**src/rtl/mul_issue_ctrl_if.sv**
```systemverilog
// mul_issue_ctrl_if: request, multiplier and result signal bundle for mul_issue_ctrl.
// The slave modport is the controller's view; the master modport is the
// surrounding environment (issue logic, multiplier datapath and consumer).
interface mul_issue_ctrl_if #(
  parameter int XLEN  = 32,
  parameter int TAG_W = 5
);

  logic             in_valid;
  logic             in_ready;
  logic [2:0]       in_op;
  logic [XLEN-1:0]  in_a;
  logic [XLEN-1:0]  in_b;
  logic [TAG_W-1:0] in_tag;

  logic             mul_start;
  logic [2:0]       mul_ctrl;
  logic [XLEN-1:0]  mul_a;
  logic [XLEN-1:0]  mul_b;
  logic [XLEN-1:0]  mul_out;
  logic             mul_done;

  logic             out_valid;
  logic             out_ready;
  logic [XLEN-1:0]  out_data;
  logic [TAG_W-1:0] out_tag;

  modport slave (
    input  in_valid, in_op, in_a, in_b, in_tag,
    output in_ready,
    output mul_start, mul_ctrl, mul_a, mul_b,
    input  mul_out, mul_done,
    output out_valid, out_data, out_tag,
    input  out_ready
  );

  modport master (
    output in_valid, in_op, in_a, in_b, in_tag,
    input  in_ready,
    input  mul_start, mul_ctrl, mul_a, mul_b,
    output mul_out, mul_done,
    input  out_valid, out_data, out_tag,
    output out_ready
  );

endinterface

```
**src/rtl/mul_issue_ctrl.sv**
```systemverilog
// mul_issue_ctrl: issue/tracking/result-buffer controller for the two-stage
// pipelined multiplier. The multiplier cannot stall, so requests are only
// accepted while the result FIFO has a free slot for every op in flight.
// Optional feature: define MUL_BYPASS_EN to forward a completing result
// straight to the output when the FIFO is empty (latency 2 instead of 3).
module mul_issue_ctrl #(
  parameter int XLEN  = 32,
  parameter int TAG_W = 5,
  parameter int DEPTH = 4
) (
  input  logic            clk,
  input  logic            rst,
  input  logic            flush,
  output logic            busy,
  mul_issue_ctrl_if.slave bus
);

  localparam int PTR_W = (DEPTH > 1) ? $clog2(DEPTH) : 1;
  localparam int CNT_W = $clog2(DEPTH + 1);
  localparam int OCC_W = CNT_W + 1;
  localparam logic [PTR_W-1:0] LAST_PTR  = PTR_W'(DEPTH - 1);
  localparam logic [OCC_W-1:0] DEPTH_OCC = OCC_W'(DEPTH);

  logic [1:0]            alive;
  logic [1:0][TAG_W-1:0] tagp;

  logic [XLEN-1:0]  data_mem [DEPTH];
  logic [TAG_W-1:0] tag_mem  [DEPTH];
  logic [PTR_W-1:0] wr_ptr;
  logic [PTR_W-1:0] rd_ptr;
  logic [CNT_W-1:0] count;

  logic [OCC_W-1:0] occupancy;
  logic             issue;
  logic             done_hit;
  logic             fifo_valid;
  logic             bypass_fire;
  logic             push;
  logic             pop;

  function automatic logic [PTR_W-1:0] next_ptr(input logic [PTR_W-1:0] p);
    return (p == LAST_PTR) ? '0 : p + PTR_W'(1);
  endfunction

  // Credit check: buffered results plus ops still in the multiplier must leave room.
  always_comb begin
    occupancy     = OCC_W'(count) + OCC_W'(alive[0]) + OCC_W'(alive[1]);
    bus.in_ready  = ~rst & ~flush & (occupancy < DEPTH_OCC);
    issue         = bus.in_valid & bus.in_ready;
    bus.mul_start = issue;
    bus.mul_ctrl  = bus.in_op;
    bus.mul_a     = bus.in_a;
    bus.mul_b     = bus.in_b;
  end

  // Completion and drain: decide push/pop and what the consumer sees this cycle.
  always_comb begin
    done_hit   = bus.mul_done & alive[1];
    fifo_valid = ~rst & (count != '0);
`ifdef MUL_BYPASS_EN
    bypass_fire = ~rst & done_hit & (count == '0);
`else
    bypass_fire = 1'b0;
`endif
    bus.out_valid = fifo_valid | bypass_fire;
    bus.out_data  = '0;
    bus.out_tag   = '0;
    if (fifo_valid) begin
      bus.out_data = data_mem[rd_ptr];
      bus.out_tag  = tag_mem[rd_ptr];
    end
`ifdef MUL_BYPASS_EN
    else if (bypass_fire) begin
      bus.out_data = bus.mul_out;
      bus.out_tag  = tagp[1];
    end
`endif
    pop  = fifo_valid & bus.out_ready;
    push = done_hit & ~(bypass_fire & bus.out_ready);
  end

  // Liveness shift register mirrors the multiplier pipeline; flush/reset kill it.
  always_ff @(posedge clk) begin
    if (rst || flush) begin
      alive <= '0;
    end else begin
      alive <= {alive[0], issue};
    end
  end

  // Tags travel alongside the liveness bits; their value only matters when alive.
  always_ff @(posedge clk) begin
    tagp <= {tagp[0], bus.in_tag};
  end

  // Result storage; contents are only observed through count, so no reset needed.
  always_ff @(posedge clk) begin
    if (push) begin
      data_mem[wr_ptr] <= bus.mul_out;
      tag_mem[wr_ptr]  <= tagp[1];
    end
  end

  // FIFO pointers and occupancy count.
  always_ff @(posedge clk) begin
    if (rst || flush) begin
      wr_ptr <= '0;
      rd_ptr <= '0;
      count  <= '0;
    end else begin
      if (push) begin
        wr_ptr <= next_ptr(wr_ptr);
      end
      if (pop) begin
        rd_ptr <= next_ptr(rd_ptr);
      end
      case ({push, pop})
        2'b10:   count <= count + CNT_W'(1);
        2'b01:   count <= count - CNT_W'(1);
        default: count <= count;
      endcase
    end
  end

  assign busy = ~rst & ((|alive) | (count != '0));

endmodule

```
**src/flat_wrapper.sv**
```systemverilog
// flat-port wrapper written by rule: the top's interface ports become plain ports
module mul_issue_ctrl_flat 
#(
  parameter int XLEN  = 32,
  parameter int TAG_W = 5,
  parameter int DEPTH = 4
)
  (clk, rst, flush, busy, bus_in_valid, bus_in_op, bus_in_a, bus_in_b, bus_in_tag, bus_in_ready, bus_mul_start, bus_mul_ctrl, bus_mul_a, bus_mul_b, bus_mul_out, bus_mul_done, bus_out_valid, bus_out_data, bus_out_tag, bus_out_ready);
  mul_issue_ctrl_if #(.XLEN(XLEN), .TAG_W(TAG_W)) bus_i ();
  input  logic clk;
  input  logic rst;
  input  logic flush;
  output logic busy;
  input wire logic [$bits(bus_i.in_valid)-1:0] bus_in_valid;
  input wire logic [$bits(bus_i.in_op)-1:0] bus_in_op;
  input wire logic [$bits(bus_i.in_a)-1:0] bus_in_a;
  input wire logic [$bits(bus_i.in_b)-1:0] bus_in_b;
  input wire logic [$bits(bus_i.in_tag)-1:0] bus_in_tag;
  output wire logic [$bits(bus_i.in_ready)-1:0] bus_in_ready;
  output wire logic [$bits(bus_i.mul_start)-1:0] bus_mul_start;
  output wire logic [$bits(bus_i.mul_ctrl)-1:0] bus_mul_ctrl;
  output wire logic [$bits(bus_i.mul_a)-1:0] bus_mul_a;
  output wire logic [$bits(bus_i.mul_b)-1:0] bus_mul_b;
  input wire logic [$bits(bus_i.mul_out)-1:0] bus_mul_out;
  input wire logic [$bits(bus_i.mul_done)-1:0] bus_mul_done;
  output wire logic [$bits(bus_i.out_valid)-1:0] bus_out_valid;
  output wire logic [$bits(bus_i.out_data)-1:0] bus_out_data;
  output wire logic [$bits(bus_i.out_tag)-1:0] bus_out_tag;
  input wire logic [$bits(bus_i.out_ready)-1:0] bus_out_ready;
  assign bus_i.in_valid = bus_in_valid;
  assign bus_i.in_op = bus_in_op;
  assign bus_i.in_a = bus_in_a;
  assign bus_i.in_b = bus_in_b;
  assign bus_i.in_tag = bus_in_tag;
  assign bus_in_ready = bus_i.in_ready;
  assign bus_mul_start = bus_i.mul_start;
  assign bus_mul_ctrl = bus_i.mul_ctrl;
  assign bus_mul_a = bus_i.mul_a;
  assign bus_mul_b = bus_i.mul_b;
  assign bus_i.mul_out = bus_mul_out;
  assign bus_i.mul_done = bus_mul_done;
  assign bus_out_valid = bus_i.out_valid;
  assign bus_out_data = bus_i.out_data;
  assign bus_out_tag = bus_i.out_tag;
  assign bus_i.out_ready = bus_out_ready;
  mul_issue_ctrl #(.XLEN(XLEN), .TAG_W(TAG_W), .DEPTH(DEPTH)) u_core (.clk(clk), .rst(rst), .flush(flush), .busy(busy), .bus(bus_i));
endmodule
```
**config.mk**
```make
export PLATFORM = sky130hd
export DESIGN_NAME = mul_issue_ctrl_flat
export DESIGN_NICKNAME = d
export VERILOG_FILES = /design/src/rtl/mul_issue_ctrl_if.sv /design/src/rtl/mul_issue_ctrl.sv /design/src/flat_wrapper.sv
export SDC_FILE = /design/constraint.sdc
export NUM_CORES = 1
export LEC_CHECK = 0
export ABC_AREA = 1
export BUFFER_PORTS_ARGS = -buffer_cell sky130_fd_sc_hd__buf_2
export CAP_MARGIN = 20
export CORE_AREA = 4 4 99 195
export CTS_CLUSTER_SIZE = 10
export DETAILED_ROUTE_END_ITERATION = 10
export DIE_AREA = 0 0 103 199
export PLACE_DENSITY = 0.64
export SYNTH_ARGS = -nofsm -noshare
export SYNTH_HDL_FRONTEND = slang
export SYNTH_SLANG_ARGS = --single-unit
```
**constraint.sdc**
```tcl
create_clock -name clk -period 2.95 [get_ports clk]
set_clock_uncertainty 0.2 [all_clocks]
set_input_delay 0.1475 -clock clk [delete_from_list [all_inputs] [get_ports clk]]
set_output_delay 0.1475 -clock clk [all_outputs]
set_load 0.01 [all_outputs]
```
==> results of run 1 <==
## cell type report
type / instances / area (um^2) / share of cell area [%]
inverters: 23 / 86.3 / 1.06
clock buffers: 18 / 439 / 5.37
flip-flops and latches: 169 / 4870 / 59.5
well taps: 213 / 267 / 3.26
repair buffers: 135 / 908 / 11.1
clock inverters: 14 / 171 / 2.10
multi-input cells: 311 / 1440 / 17.6
## kinds of logic after synthesis
logic type	after synthesis
and+or+nand+nor	182
DFF	169
AOI/OAI and AO/OA	121
buffers and inverters	117
adders and majority gates	8
## synthesized netlist by cell type
library cell | number | share of area (%)
sky130_fd_sc_hd__nor2_1 | 164 | 8.8
sky130_fd_sc_hd__edfxtp_1 | 148 | 63
sky130_fd_sc_hd__buf_4 | 69 | 7.4
sky130_fd_sc_hd__a21oi_1 | 41 | 2.9
sky130_fd_sc_hd__o21ai_1 | 41 | 2.9
sky130_fd_sc_hd__o21ai_0 | 38 | 2.7
sky130_fd_sc_hd__dfxtp_1 | 21 | 6.0
sky130_fd_sc_hd__inv_1 | 21 | 1.1
sky130_fd_sc_hd__nand2_1 | 13 | 0.69
sky130_fd_sc_hd__buf_2 | 8 | 0.57
sky130_fd_sc_hd__ha_1 | 7 | 1.2
sky130_fd_sc_hd__buf_6 | 6 | 0.96
sky130_fd_sc_hd__clkbuf_1 | 4 | 0.21
sky130_fd_sc_hd__clkbuf_2 | 4 | 0.28
sky130_fd_sc_hd__buf_1 | 3 | 0.16
sky130_fd_sc_hd__and3_1 | 2 | 0.18
sky130_fd_sc_hd__inv_2 | 2 | 0.11
sky130_fd_sc_hd__nand3_1 | 2 | 0.14
sky130_fd_sc_hd__a211oi_1 | 1 | 0.11
sky130_fd_sc_hd__fa_1 | 1 | 0.28
sky130_fd_sc_hd__or2_2 | 1 | 0.089
## where the power goes
part	internal [uW]	switching [uW]
clock	1360	879
combinational	64.3	52.8
sequential	2610	5.76
total	4030	938
## flip-flops by register name, summed over array words and instances, names as in the netlist, named ones only
register	flops
u_core.data_mem	128
u_core.tag_mem	20
u_core.tagp	10
u_core.count	3
u_core.alive	2
u_core.rd_ptr	2
u_core.wr_ptr	2
## per-stage QoR
stage | worst slack (ns) | util (%) | power (uW) | std cells
floorplan | 0.169 | - | 2780 | 597
global placement | 0.941 | 40.3 | 2730 | 810
detailed placement | 0.834 | 40.3 | 2740 | 810
CTS | 0.443 | 46.0 | 5020 | 883
global route | 0.258 | 46.0 | 5150 | 883
finish | 0.422 | 46.0 | 4970 | 883
## worst max path at each step
stage	start	depth (start not counted)	to
2_1_floorplan	u_core.wr_ptr[0]$_SDFFE_PP0P_	4	u_core.data_mem[2][0]$_DFFE_PP_
3_3_place_gp	u_core.alive[1]$_SDFF_PP0_	10	u_core.count[2]$_SDFFE_PP0P_
3_5_place_dp	u_core.count[2]$_SDFFE_PP0P_	12	u_core.count[2]$_SDFFE_PP0P_
4_1_cts	flush	8	bus_mul_start
5_1_grt	flush	8	bus_mul_start
6_report	flush	8	bus_mul_start
## critical path: cells and delay by family
family / cells / cell delay, ns
and+or+nand+nor: 3 / 0.40
buffers and inverters: 5 / 1.63
## routing by layer
metal	track usage (%)	vias to the layer above	share of wire, %
met3	4.32	81	6.5
met2	26.2	127	52
met1	15.1	2121	35
met5	0.769	-	0
met4	12.1	0	6.3
li1	-	2095	-
## layout by cell type, fill, tap and decap left out, types with 17 or more instances in the layout
cell | synthesis | final
sky130_fd_sc_hd__nor2_1 | 164 | 160
sky130_fd_sc_hd__edfxtp_1 | 148 | 148
sky130_fd_sc_hd__inv_1 | 21 | 21
sky130_fd_sc_hd__clkbuf_16 | 0 | 17
sky130_fd_sc_hd__o21ai_1 | 41 | 41
sky130_fd_sc_hd__dlygate4sd3_1 | 0 | 41
sky130_fd_sc_hd__buf_2 | 8 | 83
sky130_fd_sc_hd__dfxtp_1 | 21 | 19
sky130_fd_sc_hd__o21ai_0 | 38 | 38
sky130_fd_sc_hd__a21oi_1 | 41 | 41
## what timing repair did
item,4_1_cts,5_1_grt
resized for setup,0,0
endpoints found under the hold margin,144,0
hold buffers,41,0
==> results.yml, run 1 <==
status:
  run_status: "finished clean"
sta:
  fin_setup_tns_ns: 0
  timing_max_transition_violations_final: 0
  achievable-frequency_mhz: 395
  setup_viol_count_final: 0
  worst_slew_margin_rel_pct: 47.6
  finalHoldViolCount: 0
  fin_worst_hold_slack_ns: 0.0567
  timing.final.crit_share_pct: 85.7
  worst-slew-pin-transition_ns: 0.784
  layout_min_cycle_time_ns: 2.53
  rsz0062_at_grt: "no"
logic_synthesis:
  syn_inst: 597
  post_synth_xor_area_fraction_pct: 0
  synth-seq-cells: 169
  synth.mux.area_fraction_pct: 0
  post_synth_and_or_nand_nor_area_fraction_pct: 9.86
  synth-adder-area-share_pct: 1.53
  synth_sequential_area_ratio_pct: 69.2
  synth_top_family_by_area: "buffers and inverters"
  avgSynthCellArea_um2: 11.8
  yosys_warnings: 0
  netlist-cell-type-count: 21
  synth_compound_area_share_pct: 8.65
  mappedNetlistArea_um2: 7030
  net_count_after_synthesis: 715
global_route:
  grt_usage_pct: 15.4
  first_pass_grt_wire_length_um: 23500
  maximum_number_of_pins_on_one_net_before_global_route_repair: 45
  antenna_violations_before_repair: 0
  grt.overflow.total: 0
  grt_pass1_vias: 4709
floorplanning:
  initial_core_util_pct: 39.5
  die_height_um: 199
  i_o_pins: 218
  die_x_um: 103
  floorplan.rows: 69
  die-area_um2: 20500
  core_area_um2: 17800
critical_path:
  timing.critical_path.from_type: "input port"
  element_type_at_the_critical_path_end: "output port"
  reg2reg_depth: 13
  worst-r2r-setup-slack_ns: 0.82
  rr_endpoint: "u_core.count[2]$_SDFFE_PP0P_"
  crit_path_top_delay_cell: "sky130_fd_sc_hd__dlygate4sd3_1"
  timing.setup.critical_path_class: "input port to output port"
  worst-endpoint-required_ns: 2.60
  reg2reg_from: "u_core.count[2]$_SDFFE_PP0P_"
  crit_path_max_incr_delay_ns: 0.72
  signal_arrival_time_at_the_worst_endpoint_ns: 2.18
  critical_path_peak_fanout: 7
  crit_chain: "dlygate4sd3_1 > buf_2 > nor2_1 > dlygate4sd3_1 > inv_1 > nor2_1 > and3_1 > buf_2"
clocking:
  max-clock-path-buffers: 2
  clk_latency_ns: 0.42
  numCtsBuffers: 17
  clk_transition_reported_paths_ns: 0.06
  buffers_inserted_during_post_cts_setup_optimization: 0
  htreeDepth: 4
  cts.root.buffer_cell: "sky130_fd_sc_hd__clkbuf_16"
  clock_tree_from_tritoncts: "yes"
  clock_sinks: 169
place:
  placed_cell_area_um2: 7160
  detailed_place_hpwl_um: 9320
  gp_congestion: 0.787
  place.port_buffers: 83
job:
  max_cap_violations: 0
cells_and_area:
  areaGrowthSynthToFinish_pct: 16.3
  post-route-cell-area_um2: 8180
  design.final.nets: 775
  diodes: 0
  layout_cell_share_with_drive_strength_beyond_1_pct: 20.1
  fillerInstances: 1598
route:
  drc: 0
  drt.antenna.violating_nets: 0
  firstDrtPassIters: 4
  avgRoutedWirePerCell_um: 17.1
  viasPerCell: 5.01
  drt_first_iter_violations: 194
  wl_um: 15100
  dr_total_vias: 4424
power_and_ir_drop:
  total_leakage_power_uw: 0.00311
  p_per_area_nw_per_um2: 607
  irDropWorstVdd_mv: 0.414
hold_path:
  holdPathStages: 6
  worstHoldStart: "rst"
  min_path_type: "input port to flip-flop"
Note: power is estimated with default switching activity, not from simulation.
==> run 2, diff against run 1 <==
Settings changed: CELL_PAD_IN_SITES_DETAIL_PLACEMENT from default to 1, CELL_PAD_IN_SITES_GLOBAL_PLACEMENT from default to 1, CORE_AREA 4 4 99 195 to 4 4 103 202, CTS_BUF_LIST from default to sky130_fd_sc_hd__clkbuf_8, DIE_AREA 0 0 103 199 to 0 0 107 206, PLACE_DENSITY 0.64 to 0.74.
==> run 2 against run 1 <==
Effect of this change:
- design area shrank 2.1%
- global-route usage grew 0.56 points
- total power shrank 16%
- cell count grew 5.4%
- largest power group unchanged
- highest routed layer unchanged
==> results.yml, run 2 (synthesis gave the netlist of run 1 again) <==
status:
  run_status: "finished clean"
power_and_ir_drop:
  power.switching_uw: 880
  irDropWorstVdd_mv: 0.275
  p_per_area_nw_per_um2: 518
  netSwitchingFraction_pct: 21.2
  clockPowerShare_pct: 34.2
  combPwrFrac_pct: 2.9
  total_leakage_power_uw: 0.00299
  sequentialPowerShare_pct: 62.9
  cellInternalPower_uw: 3270
cells_and_area:
  most_common_cell_after_layout_fill_and_taps_aside: "sky130_fd_sc_hd__nor2_1"
  layout.cells.most_common_list: "160 x sky130_fd_sc_hd__nor2_1, 148 x sky130_fd_sc_hd__edfxtp_1, 83 x sky130_fd_sc_hd__buf_2, 43 x sky130_fd_sc_hd__dlygate4sd3_1"
  areaGrowthSynthToFinish_pct: 13.9
  final_core_utilization_pct: 41.5
  final_cells: 931
  layout_cell_share_with_drive_strength_beyond_1_pct: 20.1
  layout_top_registers: "u_core.data_mem (128), u_core.tag_mem (20), u_core.tagp (10)"
  diodes: 0
  design.final.nets: 777
  largest_register_ff_count: 128
  largest-register: "u_core.data_mem"
critical_path:
  reg2reg_depth: 8
  timing.setup.critical_path_class: "input port to flip-flop"
  element_type_at_the_critical_path_end: "flip-flop"
  worst-r2r-setup-slack_ns: 0.48
  critical_path_peak_fanout: 7
  reg2reg_from: "u_core.count[0]$_SDFFE_PP0P_"
  signal_arrival_time_at_the_worst_endpoint_ns: 3.02
  worst_setup_path_startpoint: "flush"
  timing.critical_path.from_type: "input port"
  worst-endpoint-required_ns: 3.14
clocking:
  clk_transition_reported_paths_ns: 0.10
  htreeDepth: 4
  buffers_inserted_during_post_cts_setup_optimization: 0
  clock_tree_from_tritoncts: "yes"
  clk_latency_ns: 0.46
  max-clock-path-buffers: 2
  clock_sinks: 169
  numCtsBuffers: 17
  post_cts_resized: 0
  cts.root.buffer_cell: "sky130_fd_sc_hd__clkbuf_8"
hold_path:
  min_path_type: "input port to flip-flop"
  worstHoldStart: "rst"
floorplanning:
  die_x_um: 107
  i_o_pins: 218
  floorplan.rows: 72
  die-area_um2: 22000
  die_height_um: 206
  initial_core_util_pct: 36.5
  core_area_um2: 19300
place:
  gp_congestion: 0.808
  place.port_buffers: 83
  detailed_place_hpwl_um: 11700
  place.detailed.instances: 856
route:
  viasPerCell: 4.85
  drt_first_iter_violations: 244
  avgRoutedWirePerCell_um: 18.2
  firstDrtPassIters: 4
  wl_met2_um: 9420
  wl_met1_um: 5750
  route.top_layer_used: "met4"
  wl_um: 17000
  route.met3.wl_um: 765
  drt.antenna.violating_nets: 0
  dr_total_vias: 4512
  drc: 0
global_route:
  grt_usage_pct: 15.9
  antenna_violations_before_repair: 0
  grt_pass1_vias: 4985
  first_pass_grt_wire_length_um: 26200
  maximum_number_of_pins_on_one_net_before_global_route_repair: 75
  grt.overflow.total: 0
sta:
  timing_max_transition_violations_final: 0
  timing.final.crit_share_pct: 95.8
  finalHoldViolCount: 0
  fin_setup_tns_ns: 0
  worst_slew_margin_rel_pct: 39.7
  layout_min_cycle_time_ns: 2.83
  achievable-frequency_mhz: 354
  fin_worst_hold_slack_ns: 0.0501
  worst-slew-pin-transition_ns: 0.901
  setup_viol_count_final: 0
  rsz0062_at_grt: "no"
job:
  max_cap_violations: 0
## run 2: worst max-delay path, stage by stage
cell                            delay (ns)
sky130_fd_sc_hd__dlygate4sd3_1        0.53
sky130_fd_sc_hd__buf_2                0.12
sky130_fd_sc_hd__nor2_1               0.15
sky130_fd_sc_hd__dlygate4sd3_1        0.73
sky130_fd_sc_hd__nand2_1              0.10
sky130_fd_sc_hd__dlygate4sd3_1        0.56
sky130_fd_sc_hd__nor2_1               0.10
sky130_fd_sc_hd__dlygate4sd3_1        0.58
## run 2: layout make-up
cell class	instances	area, um^2
clock buffers	18	248
repair buffers	137	941
clock inverters	14	101
flip-flops and latches	169	4870
well taps	259	324
fillers	2157	11300
inverters	23	86.3
multi-input cells	311	1440
## run 2: worst min-delay path by stage
| stage | endpoint | slack (ns) | cells after the start |
|---|---|---|---|
| floorplan | u_core.tagp[0]$_DFF_P_ | -0.02 | 0 |
| finish | flip-flop | 0.05 | 6 |
| global route | flip-flop | 0.06 | 6 |
| global placement | u_core.tagp[1]$_DFF_P_ | 0.05 | 1 |
| detailed placement | u_core.tagp[1]$_DFF_P_ | 0.05 | 1 |
| CTS | flip-flop | 0.01 | 6 |
## run 2: repair_timing
| item | in CTS | in global routing |
|---|---|---|
| setup endpoints to repair | 0 | 0 |
| hold endpoints to repair | 144 | 0 |
| hold buffers | 43 | 0 |
## run 2: through the flow
step	total power [uW]	setup slack, ns	area, um^2
floorplan	2780	0.169	7030
global placement	2740	0.858	7230
detailed placement	2740	0.649	7230
CTS	4210	0.218	8010
global route	4300	0.0490	8010
finish	4150	0.124	8010
## run 2: metal layers
layer | GRT usage [%] | up-vias
met1 | 15.0 | 2187
met3 | 3.16 | 93
met2 | 29.8 | 136
met5 | 0 | -
met4 | 11.6 | 0
li1 | - | 2096
## run 2: power groups by stage
stage / Clock, uW / Sequential (uW) / Combinational [uW]
final: 1420 / 2610 / 121
after global routing: 1560 / 2610 / 133
after CTS: 1470 / 2610 / 122
after detailed placement: 0 / 2670 / 78.5
after global placement: 0 / 2670 / 73.8
after floorplan: 0 / 2660 / 112
